### src/rtl/pwm_frame_tx_pkg.sv
// pwm_pkg: FSM state type and default frame timing shared by the PWM frame transmitter.
package pwm_pkg;
    localparam int LOW_W_DEF = 11;
    localparam int HIGH_CLKS_DEF = 25;
    typedef enum logic [1:0] {IDLE, LOW, HIGH} state_t;
endpackage

### src/rtl/pwm_frame_tx_if.sv
// pwm_frame_tx_if: request handshake plus generated line and frame status of pwm_frame_tx.
interface pwm_frame_tx_if import pwm_pkg::*; #(parameter int LOW_W = LOW_W_DEF);
    logic [LOW_W-1:0] low_clks_i;
    logic low_valid_i;
    logic low_ready_o;
    logic pwm_out_data_o;
    logic busy_o;
    logic frame_done_o;
    logic [15:0] frame_cnt_o;
    modport master (
        output low_clks_i, low_valid_i,
        input low_ready_o, pwm_out_data_o, busy_o, frame_done_o, frame_cnt_o
    );
    modport slave (
        input low_clks_i, low_valid_i,
        output low_ready_o, pwm_out_data_o, busy_o, frame_done_o, frame_cnt_o
    );
endinterface

### src/rtl/pwm_frame_tx_phase_cnt.sv
// pwm_phase_cnt: loadable down-counter timing one phase; zero_next lets the owner register flags early.
module pwm_phase_cnt #(parameter int W = 11) (
    input logic clk,
    input logic reset,
    input logic load,
    input logic [W-1:0] load_val,
    input logic dec,
    output logic zero,
    output logic zero_next
);
    logic [W-1:0] cnt, cnt_d;
    always_comb cnt_d = load ? load_val : (dec && cnt != '0) ? cnt - 1'b1 : cnt;
    assign zero = cnt == '0;
    assign zero_next = cnt_d == '0;
    always_ff @(posedge clk or posedge reset)
        if (reset) cnt <= '0;
        else cnt <= cnt_d;
endmodule

### src/rtl/pwm_frame_tx.sv
// pwm_frame_tx: emits one frame per request -- N clocks low then HIGH_CLKS clocks high -- on a registered line.
module pwm_frame_tx import pwm_pkg::*; #(
    parameter int LOW_W = LOW_W_DEF,
    parameter int HIGH_CLKS = HIGH_CLKS_DEF
) (
    input logic clk,
    input logic reset,
    pwm_frame_tx_if.slave bus
);
    localparam logic [LOW_W-1:0] HIGH_LOAD = LOW_W'(HIGH_CLKS - 1);
    state_t state, state_d, first_state;
    logic accept, load, dec, zero, zero_next, last_d;
    logic [LOW_W-1:0] load_val, first_val;
    assign accept = bus.low_valid_i && bus.low_ready_o;
    // Counter holds cycles remaining minus one, so a phase ends when it reads zero.
    assign first_state = bus.low_clks_i != '0 ? LOW : HIGH;
    assign first_val = bus.low_clks_i != '0 ? bus.low_clks_i - 1'b1 : HIGH_LOAD;
    always_comb begin
        state_d = state;
        load = 1'b0;
        dec = 1'b0;
        load_val = '0;
        case (state)
            IDLE: if (accept) begin
                state_d = first_state;
                load = 1'b1;
                load_val = first_val;
            end
            LOW: if (zero) begin
                state_d = HIGH;
                load = 1'b1;
                load_val = HIGH_LOAD;
            end else dec = 1'b1;
            HIGH: if (!zero) dec = 1'b1;
            else if (accept) begin
                state_d = first_state;
                load = 1'b1;
                load_val = first_val;
            end else state_d = IDLE;
            default: state_d = IDLE;
        endcase
    end
    assign last_d = state_d == HIGH && zero_next;
    pwm_phase_cnt #(.W(LOW_W)) u_cnt (
        .clk(clk),
        .reset(reset),
        .load(load),
        .load_val(load_val),
        .dec(dec),
        .zero(zero),
        .zero_next(zero_next)
    );
    // Outputs are registered from next-state values so they line up with the state they describe.
    always_ff @(posedge clk or posedge reset)
        if (reset) begin
            state <= IDLE;
            bus.pwm_out_data_o <= 1'b1;
            bus.busy_o <= 1'b0;
            bus.low_ready_o <= 1'b0;
            bus.frame_done_o <= 1'b0;
            bus.frame_cnt_o <= '0;
        end else begin
            state <= state_d;
            bus.pwm_out_data_o <= state_d != LOW;
            bus.busy_o <= state_d != IDLE;
            bus.low_ready_o <= state_d == IDLE || last_d;
            bus.frame_done_o <= last_d;
            bus.frame_cnt_o <= bus.frame_cnt_o + 16'(last_d);
        end
endmodule
### src/flat_wrapper.sv
// flat-port wrapper written by rule: the top's interface ports become plain ports
module pwm_frame_tx_flat import pwm_pkg::*;
#(
    parameter int LOW_W = LOW_W_DEF,
    parameter int HIGH_CLKS = HIGH_CLKS_DEF
)
  (clk, reset, bus_low_clks_i, bus_low_valid_i, bus_low_ready_o, bus_pwm_out_data_o, bus_busy_o, bus_frame_done_o, bus_frame_cnt_o);
  pwm_frame_tx_if #(.LOW_W(LOW_W)) bus_i ();
  input logic clk;
  input logic reset;
  input wire logic [$bits(bus_i.low_clks_i)-1:0] bus_low_clks_i;
  input wire logic [$bits(bus_i.low_valid_i)-1:0] bus_low_valid_i;
  output wire logic [$bits(bus_i.low_ready_o)-1:0] bus_low_ready_o;
  output wire logic [$bits(bus_i.pwm_out_data_o)-1:0] bus_pwm_out_data_o;
  output wire logic [$bits(bus_i.busy_o)-1:0] bus_busy_o;
  output wire logic [$bits(bus_i.frame_done_o)-1:0] bus_frame_done_o;
  output wire logic [$bits(bus_i.frame_cnt_o)-1:0] bus_frame_cnt_o;
  assign bus_i.low_clks_i = bus_low_clks_i;
  assign bus_i.low_valid_i = bus_low_valid_i;
  assign bus_low_ready_o = bus_i.low_ready_o;
  assign bus_pwm_out_data_o = bus_i.pwm_out_data_o;
  assign bus_busy_o = bus_i.busy_o;
  assign bus_frame_done_o = bus_i.frame_done_o;
  assign bus_frame_cnt_o = bus_i.frame_cnt_o;
  pwm_frame_tx #(.LOW_W(LOW_W), .HIGH_CLKS(HIGH_CLKS)) u_core (.clk(clk), .reset(reset), .bus(bus_i));
endmodule
### config.mk
export PLATFORM = sky130hd
export DESIGN_NAME = pwm_frame_tx_flat
export DESIGN_NICKNAME = d
export VERILOG_FILES = /design/src/rtl/pwm_frame_tx_pkg.sv /design/src/rtl/pwm_frame_tx_if.sv /design/src/rtl/pwm_frame_tx_phase_cnt.sv /design/src/rtl/pwm_frame_tx.sv /design/src/flat_wrapper.sv
export SDC_FILE = /design/constraint.sdc
export NUM_CORES = 1
export LEC_CHECK = 0
export BUFFER_PORTS_ARGS = -buffer_cell sky130_fd_sc_hd__buf_2
export CORE_UTILIZATION = 53
export CTS_BUF_LIST = sky130_fd_sc_hd__clkbuf_8
export CTS_CLUSTER_DIAMETER = 120
export DETAILED_ROUTE_END_ITERATION = 8
export PLACE_DENSITY = 0.8
export SYNTH_ARGS = -nofsm -noshare
export SYNTH_HDL_FRONTEND = slang
export SYNTH_SLANG_ARGS = --single-unit
### constraint.sdc
create_clock -name clk -period 3.6 [get_ports clk]
set_clock_uncertainty 0.15 [all_clocks]
set_input_delay 0.36 -clock clk [delete_from_list [all_inputs] [get_ports clk]]
set_output_delay 0.36 -clock clk [all_outputs]
set_load 0.005 [all_outputs]
* After elaboration in Yosys (flattened, before gate mapping)
Index checks and enable logic that the tools add are counted.
Widths: inputs -> output; s select.
** Word-level totals
- Register bits after elaboration :: 33
- Word-level logic and storage cells :: 45
** Cells by class
- $add $sub $neg :: 3
- Equal/unequal tests :: 4
- Mux-type cells :: 19
- Reductions and logical operators :: 12
** Operators with widths (number)
- $mux 11 :: 5
- $pmux 11 s3 :: 1
- $logic_not 11->1 :: 2
- $reduce_bool 11->1 :: 2
- $sub 11x1->11 const B :: 2
- $add 16x1->16 :: 1
- $mux 2 :: 5
- $pmux 2 s3 :: 1
- $mux 1 :: 5
- $mux 5 :: 1
- $eq 2x2->1 const B :: 2
- $logic_not 2->1 :: 2
- $logic_and 1x1->1 :: 3
- $pmux 1 s3 :: 1
- $eq 2x1->1 const B :: 1
- $ne 2x1->1 const B :: 1
- $reduce_bool 2->1 :: 1
- $reduce_or 2->1 :: 1
- $logic_or 1x1->1 :: 1

* Longest topological paths before layout
Gate-level depths: netlist of the first run.
- Depth in word-level cells :: 9
- Mapped depth :: 15
- Mapped depth without buffers :: 14

* Modules after synthesis
A second synthesis of the first run with hierarchy kept.
** Second synthesis, totals
- Cells, all modules :: 231
- Area total of the unflattened synthesis :: 2217.1 µm²
** Modules (own cells, without submodules)
- pwm_frame_tx :: times used 1, cells each 139, area an instance 1352.5 µm², seq. area each 551.8 µm²
- pwm_phase_cnt :: times used 1, cells each 92, area an instance 864.6 µm², seq. area each 275.3 µm²

* Worst setup path after synthesis of the first run
Ideal clock, no wire load.
- Path type :: register to register
- Start point :: register u_core.u_cnt.cnt[0]
- End point :: register u_core.bus.frame_cnt_o[14]
- Setup time :: 0.123 ns
- Data arrival time :: 3.207 ns
- Data required time :: 3.327 ns
- Path slack :: 0.120 ns
- Cell stages (with the launch flop) :: 15
- Path buffers :: 0
- Period minus slack after synthesis :: 3.480 ns
- Path through :: dfrtp_1 -> inv_1 -> ha_1 -> or4b_4 -> o41ai_4 -> xnor2_1 -> and4b_1 -> o2111ai_2 -> nor4_1 -> ha_1 -> ha_1 -> nand2_1 -> nor3_1 -> nand3_1 -> xnor2_1
** On the way
- Word-level cells in the longest chain between the ends :: 9
- Elaborated cells between the ends (all ways) :: 21
- Those cells by class :: add/sub: 2; eq/ne: 1; mux: 13; reduce/logical: 5
** Ends and longest elaborated chain
- from (decl) :: RTL line pwm_frame_tx_phase_cnt.sv:11 : logic [W-1:0] cnt, cnt_d;
- from (signal assigned) :: RTL line pwm_frame_tx_phase_cnt.sv:17 : else cnt <= cnt_d;
- parallel branches: the longest is 7 deep, another holds $sub 11x1->11
- $logic_and 1x1->1 (*) :: RTL line pwm_frame_tx.sv:43 : assign last_d = state_d == HIGH && zero_next;
- net u_core.last_d :: RTL line pwm_frame_tx.sv:12 : logic accept, load, dec, zero, zero_next, last_d;
- $add 16x1->16 (*) :: RTL line pwm_frame_tx.sv:68 : bus.frame_cnt_o <= bus.frame_cnt_o + 16'(last_d);
- to (signal assigned) :: RTL line pwm_frame_tx.sv:68
- to (decl) :: RTL line pwm_frame_tx_if.sv:16 : output low_ready_o, pwm_out_data_o, busy_o, frame_done_o, frame_cnt_o
Mark *: on every way through the listed nets, which the timed path passes.

* Worst setup path in the final report of the first run
- Start point :: register u_core.u_cnt.cnt[0]
- End point :: register u_core.bus.frame_cnt_o[12]
Same word-level chain as after synthesis.

==> impl_metrics.env, run 1 <==
export IMPL_intPower_mw=1.16
export IMPL_status="complete, but fails checks"
export IMPL_synth_yosys_warnings=0
export IMPL_vertical_die_dimension_microns=64.1
export IMPL_clock_power_share_pct=13.5
export IMPL_synth_ff_latch_count=33
export IMPL_worst_path_max_fanout=3
export IMPL_postSynthAreaPerCell_sq_um=10.3
export IMPL_setup_total_negative_slack_ps=-655
export IMPL_detail_routed_net_length_per_standard_cell_microns=17.5
export IMPL_synthDominantCellAreaShare_pct=39.1
export IMPL_timing_max_slew_rel_slack_pct=67.3
export IMPL_max_cap_violations=0
export IMPL_power_frac_comb_pct=58.9
export IMPL_start_kind="flip-flop"
export IMPL_finalWorstSetupSlack_ps=-163
export IMPL_timing_critical_path_cells="inv_2, ha_4, or4b_4, o41ai_4, buf_4, nor2_2, a21oi_2, a41oi_2, nor4_4, ha_2, ha_4, nand2_4, nor3_4, buf_6, nand3_2, xnor2_1"
export IMPL_cp_end_kind="flip-flop"
export IMPL_finalCoreUtilization_pct=74.4
export IMPL_port_buffers=33
export IMPL_syn_area_sq_mm=0.00205
export IMPL_numCtsBuffers=5
export IMPL_fin_cells=316
export IMPL_detailed_place_area_sq_mm=0.00238
export IMPL_netlist_top_cell_by_area="sky130_fd_sc_hd__dfrtp_1"
export IMPL_grt_max_degree=34
export IMPL_p_switching_uw=838
export IMPL_synthesized_instance_count=198
export IMPL_sequentialPowerShare_pct=27.6
export IMPL_pre_cts_slack_ps=-214
export IMPL_criticalPathCategory="reg2reg"
export IMPL_synth_edf_count=0
export IMPL_cellLeakagePower_nw=1.29
export IMPL_worst_path_largest_cell_delay_ps=470
export IMPL_cts_reportedPaths_clkPinSlew_ps=70
export IMPL_num_antenna_cells=0
export IMPL_fin_worst_hold_slack_ps=194
export IMPL_clock_tree_htree_level_count=2
export IMPL_timing_final_max_slew_violations=0
export IMPL_initial_antenna_violation_count=0
export IMPL_synth_cell_count_leaders="sky130_fd_sc_hd__dfrtp_1, sky130_fd_sc_hd__nand2_1, sky130_fd_sc_hd__xnor2_1"
export IMPL_post_synth_top_count_cell="sky130_fd_sc_hd__dfrtp_1"
export IMPL_grt_first_pass_wirelength_microns=8400
export IMPL_path_common_cell="sky130_fd_sc_hd__ha_4"
export IMPL_design_die_area_sq_mm=0.00411
export IMPL_num_nets_final=290
export IMPL_areaGrowthSynthToFinish_pct=34.1
export IMPL_required_ps=3630
export IMPL_cts_sink_count=33
export IMPL_cp_arrival_ps=3790
export IMPL_violations="setup timing"
export IMPL_hold_path_class="in2reg"
export IMPL_initialDrtViolationCount=131
export IMPL_effective_utilization_at_floorplan_pct=55.5
export IMPL_postSynth_asyncResetShare_pct=100
export IMPL_route_detailed_vias_per_inst=6.06
export IMPL_final_layout_size_suffix_gt1_share_pct=42.9
export IMPL_timing_critical_path_slowest_stage_cell="sky130_fd_sc_hd__or4b_4"
export IMPL_floorplan_io_pins=34
export IMPL_final_min_clock_period_ps=3760
export IMPL_grt_total_usage_pct=27.5
export IMPL_report_power_total_mw=2.00
export IMPL_postSynthNetCount=221
export IMPL_dp_cells=295
export IMPL_switching_power_share_of_the_total_pct=42.0
export IMPL_drt_antenna_violating_nets=0
export IMPL_yosysSeqAreaShare_pct=40.4
export IMPL_first_pass_iters=4
export IMPL_dr_total_vias=1914
export IMPL_worst_slew_pin_slew_ps=490
export IMPL_remaining_drcs=0
export IMPL_stdcell_area_sq_mm=0.00274
export IMPL_clk_insertion_delay_late_ps=290
export IMPL_yosysUniqueCellTypes=50
export IMPL_synth_top_cells_by_area="sky130_fd_sc_hd__dfrtp_1, sky130_fd_sc_hd__xnor2_1, sky130_fd_sc_hd__ha_1"
export IMPL_postRouteWirelength_microns=5540
export IMPL_ctsRootBufferMaster="sky130_fd_sc_hd__clkbuf_8"
export IMPL_first_global_vias=1742
export IMPL_place_detailed_hpwl_microns=3560
export IMPL_min_period_over_period_pct=105
export IMPL_fp_row_count=22
export IMPL_synthFlopType="sky130_fd_sc_hd__dfrtp_1"
export IMPL_clock_tree_from_tritoncts="done"
export IMPL_reg2reg_setup_slack_ps=-160
export IMPL_die_width_microns=64.1
export IMPL_irDropWorstVdd_mv=0.427
export IMPL_clockBufferDepth=2
export IMPL_globalRouteOverflowTotal=0
export IMPL_grt_setup_unrepaired="true"
export IMPL_cp_buffers_inverters=3
export IMPL_setup_viol=7
export IMPL_final_hold_viol_count=0
export IMPL_cp_top_family="simple AND/OR/NAND/NOR gates"
export IMPL_fmaxAchievable_mhz=266
export IMPL_cellPowerDensity_mw_per_mm2=728
export IMPL_core_region_sq_mm=0.00369
export IMPL_gp_congestion=0.901
[kinds of logic (layout without fill, tap and decap cells)]
kind of cell,after synthesis,in the layout,share of synthesized area (%)
and+or+nand+nor,76,76,22.4
AOI/OAI and AO/OA,38,38,15.3
DFF,33,33,40.4
xor gates and xnor gates,26,26,11.1
buffers and inverters,13,83,3.67
adders and majority gates,9,9,5.50
muxes,3,3,1.53
[layout make-up]
| type | instances | area (sq um) |
|---|---|---|
| Clock buffer | 5 | 68.8 |
| Clock inverter | 3 | 17.5 |
| Fill cell | 267 | 946 |
| Inverter | 9 | 33.8 |
| Multi-Input combinational cell | 152 | 1310 |
| Sequential cell | 33 | 827 |
| Tap cell | 48 | 60.1 |
| Timing Repair Buffer | 66 | 423 |
[final timing paths]
check                                           startpoint                         end  cells past startpoint
worst max-delay path                   u_core.u_cnt.cnt[0]  u_core.bus.frame_cnt_o[12]                     16
worst min-delay path                     bus_low_clks_i[0]         u_core.u_cnt.cnt[0]                      2
worst max register to register         u_core.u_cnt.cnt[0]  u_core.bus.frame_cnt_o[12]                     16
worst min register to register  u_core.bus.frame_cnt_o[15]  u_core.bus.frame_cnt_o[15]                      1
max in group asynchronous                            reset   u_core.bus.pwm_out_data_o                      4
min in group asynchronous                            reset             u_core.state[1]                      4
[sequential cells by signal (all words and copies together) (netlist names)]
signal and flops:
u_core.state 2, u_core.bus.busy_o 1, u_core.bus.frame_done_o 1, u_core.bus.low_ready_o 1, u_core.u_cnt.cnt 11, u_core.bus.pwm_out_data_o 1
u_core.bus.frame_cnt_o 16
[routing by layer]
layer | vias up | wire length (microns) | GRT usage, %
met4 | 0 | 124 | 8.61
li1 | 870 | - | -
met3 | 10 | 336 | 5.00
met5 | - | 0 | 0
met1 | 950 | 2350 | 37.4
met2 | 84 | 2730 | 44.7
[cells in the final DEF, fill, tap and decap left out, types with 3 or more instances in the layout]
cell type	instances
sky130_fd_sc_hd__nor2_1	11
sky130_fd_sc_hd__nand3_1	7
sky130_fd_sc_hd__o22ai_1	8
sky130_fd_sc_hd__xor2_1	10
sky130_fd_sc_hd__clkbuf_8	5
sky130_fd_sc_hd__dfrtp_1	32
sky130_fd_sc_hd__o21ai_0	3
sky130_fd_sc_hd__a21oi_1	7
sky130_fd_sc_hd__nand2_1	15
sky130_fd_sc_hd__nor3_1	5
sky130_fd_sc_hd__xnor2_1	14
sky130_fd_sc_hd__ha_1	5
sky130_fd_sc_hd__a211oi_1	3
sky130_fd_sc_hd__inv_1	7
sky130_fd_sc_hd__buf_4	30
sky130_fd_sc_hd__nand4_1	5
sky130_fd_sc_hd__buf_2	33
sky130_fd_sc_hd__ha_4	3
sky130_fd_sc_hd__nor3b_1	5
[power by group through the flow]
stage                     registers [mW]  logic (mW)  clock network (mW)
final                              0.551        1.18               0.270
after global routing               0.558        1.26               0.287
after CTS                          0.544       0.995               0.276
after detailed placement           0.552       0.879                   0
after global placement             0.551       0.858                   0
after floorplan                    0.546       0.615                   0
[repair_timing]
action / CTS / global route
endpoints found under the hold margin: 26 / 0
endpoints found under the setup margin: 10 / 11
hold buffers: 1 / 0
pin swaps: 6 / 11
resized for setup: 14 / 20
setup buffers: 5 / 7
No activity file was read; power rests on OpenSTA's default activity.
==> run 2: changes to the inputs <==
--- a/config.mk
+++ b/config.mk
@@ -5,12 +5,14 @@
 export SDC_FILE = /design/constraint.sdc
 export NUM_CORES = 1
 export LEC_CHECK = 0
+export ABC_AREA = 1
 export BUFFER_PORTS_ARGS = -buffer_cell sky130_fd_sc_hd__buf_2
-export CORE_UTILIZATION = 53
-export CTS_BUF_LIST = sky130_fd_sc_hd__clkbuf_8
+export CORE_UTILIZATION = 51
+export CTS_BUF_LIST = sky130_fd_sc_hd__clkbuf_16
 export CTS_CLUSTER_DIAMETER = 120
 export DETAILED_ROUTE_END_ITERATION = 8
-export PLACE_DENSITY = 0.8
+export PLACE_DENSITY = 0.77
+export SKIP_CTS_REPAIR_TIMING = 1
 export SYNTH_ARGS = -nofsm -noshare
 export SYNTH_HDL_FRONTEND = slang
 export SYNTH_SLANG_ARGS = --single-unit
==> impl_metrics.env, run 2 <==
export IMPL_largest_registers="u_core.bus.frame_cnt_o: 16 flops, u_core.u_cnt.cnt: 11 flops, u_core.state: 2 flops"
export IMPL_cp_arrival_ps=3630
export IMPL_timing_max_slew_rel_slack_pct=70.7
export IMPL_route_detailed_vias_per_inst=5.25
export IMPL_clk_insertion_delay_late_ps=280
export IMPL_criticalPathCategory="reg2reg"
export IMPL_yosysSeqAreaShare_pct=36.9
export IMPL_worst_slew_pin_slew_ps=440
export IMPL_floorplan_io_pins=34
export IMPL_start_kind="flip-flop"
export IMPL_synthesized_instance_count=300
export IMPL_largest_register_ff_count=16
export IMPL_postSynth_asyncResetShare_pct=100
export IMPL_synthFlopType="sky130_fd_sc_hd__dfrtp_1"
export IMPL_fin_cells=406
export IMPL_netlist_top_cell_by_area="sky130_fd_sc_hd__dfrtp_1"
export IMPL_ctsRootBufferMaster="sky130_fd_sc_hd__clkbuf_16"
export IMPL_violations="setup timing"
export IMPL_effective_utilization_at_floorplan_pct=54.5
export IMPL_clock_tree_htree_level_count=2
export IMPL_stdcell_area_sq_mm=0.00295
export IMPL_cellPowerDensity_mw_per_mm2=747
export IMPL_design_die_area_sq_mm=0.00466
export IMPL_postSynthNetCount=323
export IMPL_place_detailed_hpwl_microns=3850
export IMPL_most_common_layout_cells="sky130_fd_sc_hd__nand2_1, sky130_fd_sc_hd__nor2_1, sky130_fd_sc_hd__inv_1, sky130_fd_sc_hd__buf_2, sky130_fd_sc_hd__dfrtp_1"
export IMPL_report_power_total_mw=2.20
export IMPL_grt_max_degree=34
export IMPL_fp_row_count=23
export IMPL_pre_cts_slack_ps=-127
export IMPL_cts_sink_count=33
export IMPL_largest_register="u_core.bus.frame_cnt_o"
export IMPL_fill_count=290
export IMPL_timing_final_max_slew_violations=0
export IMPL_final_min_clock_period_ps=3620
export IMPL_post_synth_top_count_cell="sky130_fd_sc_hd__nand2_1"
export IMPL_first_pass_iters=4
export IMPL_fmaxAchievable_mhz=277
export IMPL_synth_ff_latch_count=33
export IMPL_clockBufferDepth=2
export IMPL_hold_path_class="in2async"
export IMPL_initial_antenna_violation_count=0
export IMPL_core_region_sq_mm=0.00412
export IMPL_irDropWorstVdd_mv=0.540
export IMPL_yosysUniqueCellTypes=32
export IMPL_first_global_vias=1941
export IMPL_status="complete, but fails checks"
export IMPL_cts_reportedPaths_clkPinSlew_ps=60
export IMPL_synthDominantCellAreaShare_pct=35.7
export IMPL_postRouteWirelength_microns=5810
export IMPL_min_period_over_period_pct=100
export IMPL_grt_first_pass_wirelength_microns=8680
export IMPL_required_ps=3610
export IMPL_die_width_microns=68.3
export IMPL_vertical_die_dimension_microns=68.3
export IMPL_final_layout_size_suffix_gt1_share_pct=31.7
export IMPL_gp_congestion=0.833
export IMPL_most_common_library_cell_in_the_layout_ignoring_fill_and_taps="sky130_fd_sc_hd__nand2_1"
export IMPL_synth_cell_count_leaders="sky130_fd_sc_hd__nand2_1, sky130_fd_sc_hd__nor2_1, sky130_fd_sc_hd__inv_1"
export IMPL_syn_area_sq_mm=0.00224
export IMPL_port_buffers=33
export IMPL_num_nets_final=378
export IMPL_finalCoreUtilization_pct=71.6
export IMPL_dp_cells=387
export IMPL_setup_total_negative_slack_ps=-16.4
export IMPL_clock_tree_from_tritoncts="done"
export IMPL_grt_total_usage_pct=25.4
export IMPL_fin_worst_hold_slack_ps=23.8
export IMPL_globalRouteOverflowTotal=0
export IMPL_initialDrtViolationCount=105
export IMPL_setup_viol=1
export IMPL_final_hold_viol_count=0
export IMPL_synth_top_cells_by_area="sky130_fd_sc_hd__dfrtp_1, sky130_fd_sc_hd__nand2_1, sky130_fd_sc_hd__xor2_1"
export IMPL_postSynthAreaPerCell_sq_um=7.47
export IMPL_detailed_place_area_sq_mm=0.00250
export IMPL_cellLeakagePower_nw=1.54
export IMPL_dr_total_vias=2133
export IMPL_drt_antenna_violating_nets=0
export IMPL_worst_path_max_fanout=7
export IMPL_num_antenna_cells=0
export IMPL_numCtsBuffers=5
export IMPL_areaGrowthSynthToFinish_pct=31.5
export IMPL_synth_yosys_warnings=0
export IMPL_remaining_drcs=0
export IMPL_synth_edf_count=0
export IMPL_finalWorstSetupSlack_ps=-16.4
export IMPL_grt_setup_unrepaired="true"
export IMPL_max_cap_violations=0
export IMPL_detail_routed_net_length_per_standard_cell_microns=14.3
export IMPL_cp_end_kind="flip-flop"
==> run 2: routing by layer <==
layer / global-route usage (%) / vias up / routed length [microns]
li1: - / 1058 / -
met1: 32.8 / 986 / 2510
met2: 39.6 / 69 / 2850
met3: 6.50 / 20 / 258
met4: 11.5 / 0 / 202
met5: 0 / - / 0
==> run 2: final cells by class <==
class,instances,area [sq um],share of cell area [%]
Sequential cell,33,828,28.1
Multi-Input combinational cell,224,1440,48.9
Inverter,41,159,5.39
Timing Repair Buffer,50,293,9.93
Clock inverter,3,37.5,1.27
Clock buffer,5,125,4.24
Tap cell,50,62.6,2.12
==> run 2: worst max-delay path, stage by stage (launching register included) <==
cell                       delay [ps]
sky130_fd_sc_hd__dfrtp_1          430
sky130_fd_sc_hd__nor2_2           170
sky130_fd_sc_hd__nand2_2          110
sky130_fd_sc_hd__nor2_8           190
sky130_fd_sc_hd__nand4_1          130
sky130_fd_sc_hd__nand3_2          160
sky130_fd_sc_hd__nand2_4          100
sky130_fd_sc_hd__inv_4             80
sky130_fd_sc_hd__nand2_2           60
sky130_fd_sc_hd__nand2_2           90
sky130_fd_sc_hd__nand2_2           70
sky130_fd_sc_hd__nor2_2           120
sky130_fd_sc_hd__nand3_2           90
sky130_fd_sc_hd__nor2_4           160
sky130_fd_sc_hd__ha_4             180
sky130_fd_sc_hd__nand3_4           80
sky130_fd_sc_hd__nor3_4           240
sky130_fd_sc_hd__nand3_2          140
sky130_fd_sc_hd__nor2_4           140
sky130_fd_sc_hd__nand3_2          100
sky130_fd_sc_hd__nor3b_2          250
sky130_fd_sc_hd__nand3b_1         120
sky130_fd_sc_hd__xnor2_1          130
==> run 2: worst paths after layout <==
path                                            startpoint                         end  slack (ps)  cells past startpoint
worst max-delay path                   u_core.u_cnt.cnt[5]  u_core.bus.frame_cnt_o[15]         -20                     22
worst min-delay path                                 reset   u_core.bus.frame_cnt_o[3]          20                      3
worst max register to register         u_core.u_cnt.cnt[5]  u_core.bus.frame_cnt_o[15]         -20                     22
worst min register to register  u_core.bus.frame_cnt_o[15]  u_core.bus.frame_cnt_o[15]         310                      1
max in group asynchronous                            reset         u_core.u_cnt.cnt[4]        2940                      3
min in group clk                u_core.bus.frame_cnt_o[15]  u_core.bus.frame_cnt_o[15]         310                      1
==> run 2: cell families (layout without fill, tap and decap cells) <==
family / count (synthesis) / in the layout / synth area share [%]
DFF: 33 / 33 / 36.9
AOI/OAI and AO/OA: 14 / 14 / 3.74
xor gates and xnor gates: 26 / 26 / 10.2
buffers and inverters: 44 / 99 / 7.76
adders and majority gates: 9 / 9 / 5.03
and+or+nand+nor: 174 / 175 / 36.4
==> run 2: where the power goes <==
part	switching, mW	internal (mW)	leakage, nW
logic	0.751	0.423	1.06
clock network	0.162	0.321	0.0826
registers	0.0821	0.464	0.406
total	0.995	1.21	1.54
==> run 3: changes to the inputs <==
--- a/config.mk
+++ b/config.mk
@@ -12,6 +12,7 @@
 export CTS_CLUSTER_DIAMETER = 120
 export DETAILED_ROUTE_END_ITERATION = 8
 export PLACE_DENSITY = 0.77
+export SETUP_SLACK_MARGIN = 0.1
 export SKIP_CTS_REPAIR_TIMING = 1
 export SYNTH_ARGS = -nofsm -noshare
 export SYNTH_HDL_FRONTEND = slang
==> impl_metrics.env, run 3 (synthesis results as in run 2) <==
export IMPL_first_pass_iters=5
export IMPL_initialDrtViolationCount=129
export IMPL_detail_routed_net_length_per_standard_cell_microns=15.5
export IMPL_numCtsBuffers=5
export IMPL_vertical_die_dimension_microns=68.3
export IMPL_floorplan_io_pins=34
export IMPL_effective_utilization_at_floorplan_pct=54.5
export IMPL_required_ps=3620
export IMPL_fill_count=274
export IMPL_finalWorstSetupSlack_ps=-42.8
export IMPL_intPower_mw=1.21
export IMPL_most_common_library_cell_in_the_layout_ignoring_fill_and_taps="sky130_fd_sc_hd__nand2_1"
export IMPL_cp_arrival_ps=3660
export IMPL_final_hold_viol_count=0
export IMPL_cts_reportedPaths_clkPinSlew_ps=50
export IMPL_design_die_area_sq_mm=0.00466
export IMPL_postRouteWirelength_microns=6370
export IMPL_timing_critical_path_slowest_stage_cell="sky130_fd_sc_hd__dfrtp_1"
export IMPL_worst_path_largest_cell_delay_ps=430
export IMPL_initial_antenna_violation_count=0
export IMPL_core_region_sq_mm=0.00412
export IMPL_largest_registers="u_core.bus.frame_cnt_o: 16 flops, u_core.u_cnt.cnt: 11 flops, u_core.state: 2 flops"
export IMPL_areaGrowthSynthToFinish_pct=34.6
export IMPL_most_common_layout_cells="sky130_fd_sc_hd__nand2_1, sky130_fd_sc_hd__nor2_1, sky130_fd_sc_hd__inv_1, sky130_fd_sc_hd__buf_2, sky130_fd_sc_hd__dfrtp_1"
export IMPL_final_layout_size_suffix_gt1_share_pct=33.0
export IMPL_remaining_drcs=0
export IMPL_clock_tree_from_tritoncts="done"
export IMPL_switching_power_share_of_the_total_pct=46.2
export IMPL_worst_slew_pin_slew_ps=440
export IMPL_cts_sink_count=33
export IMPL_max_cap_violations=0
export IMPL_first_global_vias=1941
export IMPL_min_period_over_period_pct=101
export IMPL_fin_worst_hold_slack_ps=27.1
export IMPL_irDropWorstVdd_mv=0.563
export IMPL_num_nets_final=383
export IMPL_timing_max_slew_rel_slack_pct=70.7
export IMPL_gp_congestion=0.833
export IMPL_grt_setup_unrepaired="true"
export IMPL_sequentialPowerShare_pct=24.3
export IMPL_timing_final_max_slew_violations=0
export IMPL_fp_row_count=23
export IMPL_grt_total_usage_pct=25.4
export IMPL_num_antenna_cells=0
export IMPL_grt_first_pass_wirelength_microns=8680
export IMPL_setup_viol=2
export IMPL_hold_path_class="in2async"
export IMPL_cellLeakagePower_nw=1.59
export IMPL_cp_buffers_inverters=0
export IMPL_cp_top_family="simple AND/OR/NAND/NOR gates"
export IMPL_place_detailed_hpwl_microns=3850
export IMPL_clk_insertion_delay_late_ps=280
export IMPL_fmaxAchievable_mhz=275
export IMPL_drt_antenna_violating_nets=0
export IMPL_start_kind="flip-flop"
export IMPL_power_frac_comb_pct=54.0
export IMPL_die_width_microns=68.3
export IMPL_globalRouteOverflowTotal=0
export IMPL_finalCoreUtilization_pct=73.3
export IMPL_largest_register="u_core.bus.frame_cnt_o"
export IMPL_worst_path_max_fanout=7
export IMPL_route_detailed_vias_per_inst=5.48
export IMPL_final_min_clock_period_ps=3640
export IMPL_criticalPathCategory="reg2reg"
export IMPL_clockBufferDepth=2
export IMPL_timing_critical_path_cells="nor2_2, nand2_2, nor2_8, nand4_1, nand3_2, nand2_2, nand2_1, nand2_1, nor2_1, nand3_2, nor2_4, ha_4, nand3_4, nor3_4, nand3_2, nor2_4, nand3_2, nor3b_2, nand3b_1, xnor2_1"
export IMPL_largest_register_ff_count=16
export IMPL_cp_end_kind="flip-flop"
export IMPL_cellPowerDensity_mw_per_mm2=745
export IMPL_ctsRootBufferMaster="sky130_fd_sc_hd__clkbuf_16"
export IMPL_violations="setup timing"
export IMPL_clock_tree_htree_level_count=2
export IMPL_dr_total_vias=2251
export IMPL_grt_max_degree=34
export IMPL_path_common_cell="sky130_fd_sc_hd__nand3_2"
export IMPL_clock_power_share_pct=21.7
export IMPL_p_switching_mw=1.04
export IMPL_status="complete, but fails checks"
export IMPL_port_buffers=33
[run 3: area by class of cell]
| type | count | area, sq um | area share [%] |
|---|---|---|---|
| clock buffer | 5 | 125 | 4.15 |
| clock inverter | 3 | 37.5 | 1.24 |
| inverter | 41 | 159 | 5.27 |
| multi-input combinational | 224 | 1470 | 48.9 |
| sequential | 33 | 828 | 27.5 |
| tap | 50 | 62.6 | 2.07 |
| timing repair buffer | 55 | 330 | 10.9 |
[run 3: power groups by stage]
stage / clock network, mW / registers (mW) / logic [mW]
3_3_place_gp: 0 / 0.543 / 0.875
3_5_place_dp: 0 / 0.545 / 0.898
4_1_cts: 0.487 / 0.539 / 0.916
6_report: 0.487 / 0.546 / 1.21
5_1_grt: 0.512 / 0.552 / 1.32
2_1_floorplan: 0 / 0.532 / 0.699
[run 3: per-stage QoR]
step                      area (sq um)  setup WS (ps)  power (mW)  instances  TNS, ps
final                             3020          -42.8        2.25        411    -46.3
after global routing              3020           -176        2.38        411     -394
after CTS                         2660           -145        1.94        395     -375
after detailed placement          2500           -127        1.44        387     -320
after global placement            2500          -23.6        1.42        387    -23.6
after floorplan                   2240            257        1.23        300        0
[run 3: final timing paths]
kind	cells after the start	to	slack, ps	from
worst min register to register	1	u_core.bus.frame_cnt_o[15]	320	u_core.bus.frame_cnt_o[15]
max in group asynchronous	3	u_core.u_cnt.cnt[4]	2940	reset
worst min-delay path	3	u_core.bus.frame_cnt_o[9]	30	reset
worst max-delay path	20	u_core.bus.frame_cnt_o[15]	-40	u_core.u_cnt.cnt[5]
min in group clk	1	u_core.bus.frame_cnt_o[15]	320	u_core.bus.frame_cnt_o[15]
worst max register to register	20	u_core.bus.frame_cnt_o[15]	-40	u_core.u_cnt.cnt[5]
[run 3: tightest hold or removal path, stage by stage]
cell,delay [ps]
sky130_fd_sc_hd__buf_2,100
sky130_fd_sc_hd__inv_1,40
sky130_fd_sc_hd__buf_4,380
[run 3: layer usage]
metal / part of all wire [%] / global-route usage, %
met5: 0 / 0
met4: 5.1 / 11.5
met3: 6.3 / 6.50
met2: 48 / 39.6
met1: 40 / 32.8
